<file path="src/rtl/ifetch.sv">
// Instruction-fetch front end: owns the PC, drives the synchronous imem port and
// aligns each returned word with its PC into a registered decode-facing triple.
module ifetch #(
    parameter logic [31:0] RESET_PC = 32'h0000_0000,
    parameter int          REG_SIZE = 32
) (
    input  logic                clk,
    input  logic                reset,
    output logic [REG_SIZE-1:0] iaddr,
    input  logic [REG_SIZE-1:0] idata,
    input  logic                stall,
    input  logic                redirect,
    input  logic [REG_SIZE-1:0] redirect_pc,
    output logic [REG_SIZE-1:0] instr_out,
    output logic [REG_SIZE-1:0] pc_out,
    output logic                instr_valid
);

    logic [REG_SIZE-1:0] pc_f_q, pc_f_d;
    logic [REG_SIZE-1:0] req_pc_q, req_pc_d;
    logic                req_valid_q, req_valid_d;
    logic [REG_SIZE-1:0] instr_q, instr_d;
    logic [REG_SIZE-1:0] pc_out_q, pc_out_d;
    logic                valid_q, valid_d;
    logic [REG_SIZE-1:0] sel_pc;

    // While stalled, re-read the outstanding word so idata matches req_pc on release.
    assign sel_pc = stall ? req_pc_q : pc_f_q;
    assign iaddr  = {2'b00, sel_pc[REG_SIZE-1:2]};

    always_comb begin
        pc_f_d      = pc_f_q;
        req_pc_d    = req_pc_q;
        req_valid_d = req_valid_q;
        instr_d     = instr_q;
        pc_out_d    = pc_out_q;
        valid_d     = valid_q;
        if (redirect) begin
            pc_f_d      = {redirect_pc[REG_SIZE-1:2], 2'b00};
            req_valid_d = 1'b0;
            valid_d     = 1'b0;
        end else if (!stall) begin
            req_pc_d    = pc_f_q;
            req_valid_d = 1'b1;
            pc_f_d      = pc_f_q + REG_SIZE'(4);
            instr_d     = idata;
            pc_out_d    = req_pc_q;
            valid_d     = req_valid_q;
        end
    end

    always_ff @(posedge clk) begin
        if (reset) begin
            pc_f_q      <= RESET_PC;
            req_pc_q    <= '0;
            req_valid_q <= 1'b0;
            instr_q     <= '0;
            pc_out_q    <= '0;
            valid_q     <= 1'b0;
        end else begin
            pc_f_q      <= pc_f_d;
            req_pc_q    <= req_pc_d;
            req_valid_q <= req_valid_d;
            instr_q     <= instr_d;
            pc_out_q    <= pc_out_d;
            valid_q     <= valid_d;
        end
    end

    assign instr_out   = instr_q;
    assign pc_out      = pc_out_q;
    assign instr_valid = valid_q;

endmodule

</file>
<file path="config.mk">
export PLATFORM = sky130hd
export DESIGN_NAME = ifetch
export DESIGN_NICKNAME = d
export VERILOG_FILES = /design/src/rtl/ifetch.sv
export SDC_FILE = /design/constraint.sdc
export NUM_CORES = 1
export LEC_CHECK = 0
export CAP_MARGIN = 20
export CORE_ASPECT_RATIO = 1.75
export CORE_MARGIN = 3
export CORE_UTILIZATION = 47
export CTS_BUF_LIST = sky130_fd_sc_hd__clkbuf_16
export CTS_CLUSTER_DIAMETER = 30
export DETAILED_ROUTE_END_ITERATION = 8
export GPL_TIMING_DRIVEN = 0
export PLACE_DENSITY = 0.86
export SYNTH_ARGS = -nofsm -noshare
export SYNTH_HDL_FRONTEND = slang
export SYNTH_SLANG_ARGS = --single-unit
</file>
<file path="constraint.sdc">
create_clock -name clk -period 2.35 [get_ports clk]
set_input_delay 0.47 -clock clk [delete_from_list [all_inputs] [get_ports clk]]
set_output_delay 0.47 -clock clk [all_outputs]
set_load 0.02 [all_outputs]
</file>
==> results.sh, run 1 <==
export IMPL_syn_area_per_cell_um2=8.137
export IMPL_clock_fmax_mhz=429.9
export IMPL_arrival_ns=1.86
export IMPL_design_final_nets=923
export IMPL_synthCells=672
export IMPL_die_area_mm2=0.01302
export IMPL_post_route_drc_count=0
export IMPL_global_route_usage_total=0.2671
export IMPL_grt_max_degree=17
export IMPL_hpwl_um=12490
export IMPL_ys_warnings_count=0
export IMPL_floorplan_initialDensity=0.4869
export IMPL_cts_made_buffers=17
export IMPL_cp_data_required_time_ns=1.88
export IMPL_rows=51
export IMPL_fp_coreArea_mm2=0.01123
export IMPL_drive_gt1_frac=0.1107
export IMPL_worstSkewPairLatency_ns=0.41
export IMPL_synth_edf_count=0
export IMPL_p_leak_uw=0.002871
export IMPL_wl_per_cell_um=17.75
export IMPL_fin_setup_tns_ns=0
export IMPL_asyncSetResetFlopFracSynth=0
export IMPL_startpoint_types="primary input"
export IMPL_netlist_area_mm2=0.005468
export IMPL_hold_viol=0
export IMPL_cts_reportedPaths_clkPinSlew_ns=0.05
export IMPL_synth_top_cell_area_share=0.4540
export IMPL_drtIter0Drc=482
export IMPL_ctsRootBufferMaster="clkbuf_16"
export IMPL_yosysMostFrequentCell="nand2_1"
export IMPL_synth_seq_cells=124
export IMPL_detailedRoute_firstPassIterationCount=6
export IMPL_area_delta_synth_final_pct=43.18
export IMPL_finish_utilization=0.6971
export IMPL_crit_path_end_kind="primary output"
export IMPL_timing_max_transition_violations_final=0
export IMPL_cts_hold_buffers_added=0
export IMPL_grt_antenna_before_repair=0
export IMPL_crit_type="in -> out"
export IMPL_outcome="complete, no violations"
export IMPL_antenna_left=0
export IMPL_placement_io_buffers=156
export IMPL_synth_seq_area_share=0.4540
export IMPL_worst_vdd_ir_mv=0.5785
export IMPL_ys_dominant_reg_cell="dfxtp_1"
export IMPL_drv_max_cap_violation_count=0
export IMPL_antenna_cells=0
export IMPL_yosysUniqueCellTypes=50
export IMPL_cts_tree="done"
export IMPL_num_vias=5602
export IMPL_worst_path_max_delay_cell="clkdlybuf4s50_1"
export IMPL_filler_cell_count=860
export IMPL_clockBufferDepth=2
export IMPL_viasPerCell=5.608
export IMPL_power_density_cell_area_mw_per_mm2=709.2
export IMPL_postPlaceCellArea_mm2=0.007206
export IMPL_number_of_h_tree_levels=4
export IMPL_path_cells="clkdlybuf4s15_2, buf_8, mux2_2, clkdlybuf4s50_1"
export IMPL_min_path_type="in -> reg"
export IMPL_critical_path_buf_inv_count=3
export IMPL_design_portCount=165
export IMPL_synth_top_cells_by_area="dfxtp_1, nand2_1, a21oi_1"
export IMPL_tightest_slew_ns=0.6509
export IMPL_gp_congestion=0.8995
export IMPL_post_synth_most_frequent_cells="nand2_1, dfxtp_1, a21oi_1"
export IMPL_cts_sinks=124
export IMPL_post_route_period_util=0.9899
export IMPL_routed_wl_um=17730
export IMPL_postLayoutCellArea_mm2=0.007829
export IMPL_grt_pass1_wl_um=27010
export IMPL_maximum_fanout_encountered_on_the_critical_timing_path=10
export IMPL_time_the_worst_path_needs_with_i_o_delays_and_setup_ns=2.326
export IMPL_finalSetupViolCount=0
export IMPL_path_delay_family="buffers and inverters"
export IMPL_chipHeight_um=148.7
export IMPL_report_power_total_uw=5552
export IMPL_synthDominantAreaCellType="dfxtp_1"
export IMPL_globalRouteOverflowTotal=0
export IMPL_clock_skew_final_ns=0.004000
export IMPL_slew_headroom=0.5661
export IMPL_first_global_vias=5410
export IMPL_die_width_um=87.54
export IMPL_slowest_delay_ns=0.54
[state kept, by name, indices dropped and copies added, names as in the netlist]
name and cells:
instr_valid 1, instr_out 32, req_valid_q 1, pc_f_q 30, pc_out 30, req_pc_q 30
[where the power goes]
| part | switching (µW) | leakage [µW] | internal, µW |
|---|---|---|---|
| Clock | 959 | 0.000280 | 1640 |
| Sequential | 90.1 | 0.00101 | 2190 |
| Combinational | 363 | 0.00158 | 312 |
| Total | 1410 | 0.00287 | 4140 |
[layout make-up]
cell class / instances / area (µm²) / area share
flip-flops and latches: 124 / 2482 / 0.3171
repair buffers: 161 / 1569 / 0.2004
well taps: 132 / 165.2 / 0.02110
multi-input cells: 486 / 2663 / 0.3401
plain buffers: 57 / 341.6 / 0.04363
inverters: 7 / 26.28 / 0.003356
clock buffers: 17 / 425.4 / 0.05434
clock inverters: 15 / 156.4 / 0.01998
[worst reg2reg max path: stages (launching register included)]
cell,delay (ns)
dfxtp_1,0.48
ha_1,0.27
and3b_2,0.29
nand4_1,0.29
or4_1,0.60
a311oi_1,0.26
[cell families (layout without fill, tap and decap cells)]
| family | count (synthesis) | in the layout | share of synthesized area |
|---|---|---|---|
| compound gates | 141 | 141 | 0.1533 |
| xor+xnor | 11 | 11 | 0.01762 |
| buf+inv | 65 | 257 | 0.06179 |
| flops | 124 | 124 | 0.4540 |
| fa+ha+maj | 1 | 1 | 0.002288 |
| mux | 30 | 30 | 0.06133 |
| other cells | 1 | 4 | 0.0006858 |
| simple gates | 299 | 299 | 0.2490 |
[stage by stage]
step	hold slack [ns]	cells	setup slack, ns
6_report	0.2844	999	0.02377
5_1_grt	0.2932	999	-0.06113
4_1_cts	0.2814	998	-0.0006413
3_5_place_dp	0.4455	963	-1.253
3_3_place_gp	0.4398	963	-1.200
2_1_floorplan	0.4275	675	0.3311
[layer usage]
layer,part of all wire,vias up,global-route usage
li1,-,2666,-
met1,0.35,2594,0.2884
met2,0.53,270,0.4566
met3,0.062,72,0.05377
met4,0.053,0,0.1805
met5,0,-,0
[repair_timing]
item,in CTS,in global routing
buffers inserted,3,2
endpoints found under the setup margin,111,34
endpoints found under the hold margin,0,0
gates resized for setup,39,7
pin swaps,1,2
[cells in the final DEF (no fill, tap or decap), types with 9 or more instances in the layout]
cell type	count
clkbuf_1	36
buf_4	12
a311oi_1	12
nand4_1	12
dfxtp_1	124
nand2_1	199
dlygate4sd2_1	27
a211oi_1	13
o31ai_1	9
clkbuf_16	17
clkdlybuf4s50_1	127
mux2_2	28
nor2_1	31
a21oi_1	94
[worst paths after layout]
path	start	to	slack, ns	depth (start not counted)
worst max register to register	pc_f_q[2]	pc_f_q[20]	0.07	5
worst min register to register	instr_out[0]	instr_out[0]	0.45	2
worst max-delay path	stall	iaddr[26]	0.02	4
worst min-delay path	reset	pc_f_q[28]	0.28	2
Power figures use the tool's default switching activity.
==> run 2: changes to the inputs <==
GPL_ROUTABILITY_DRIVEN = 0   (was default)
==> results of run 2 <==
Final layout, timing and power as in run 1 (identical DEF).
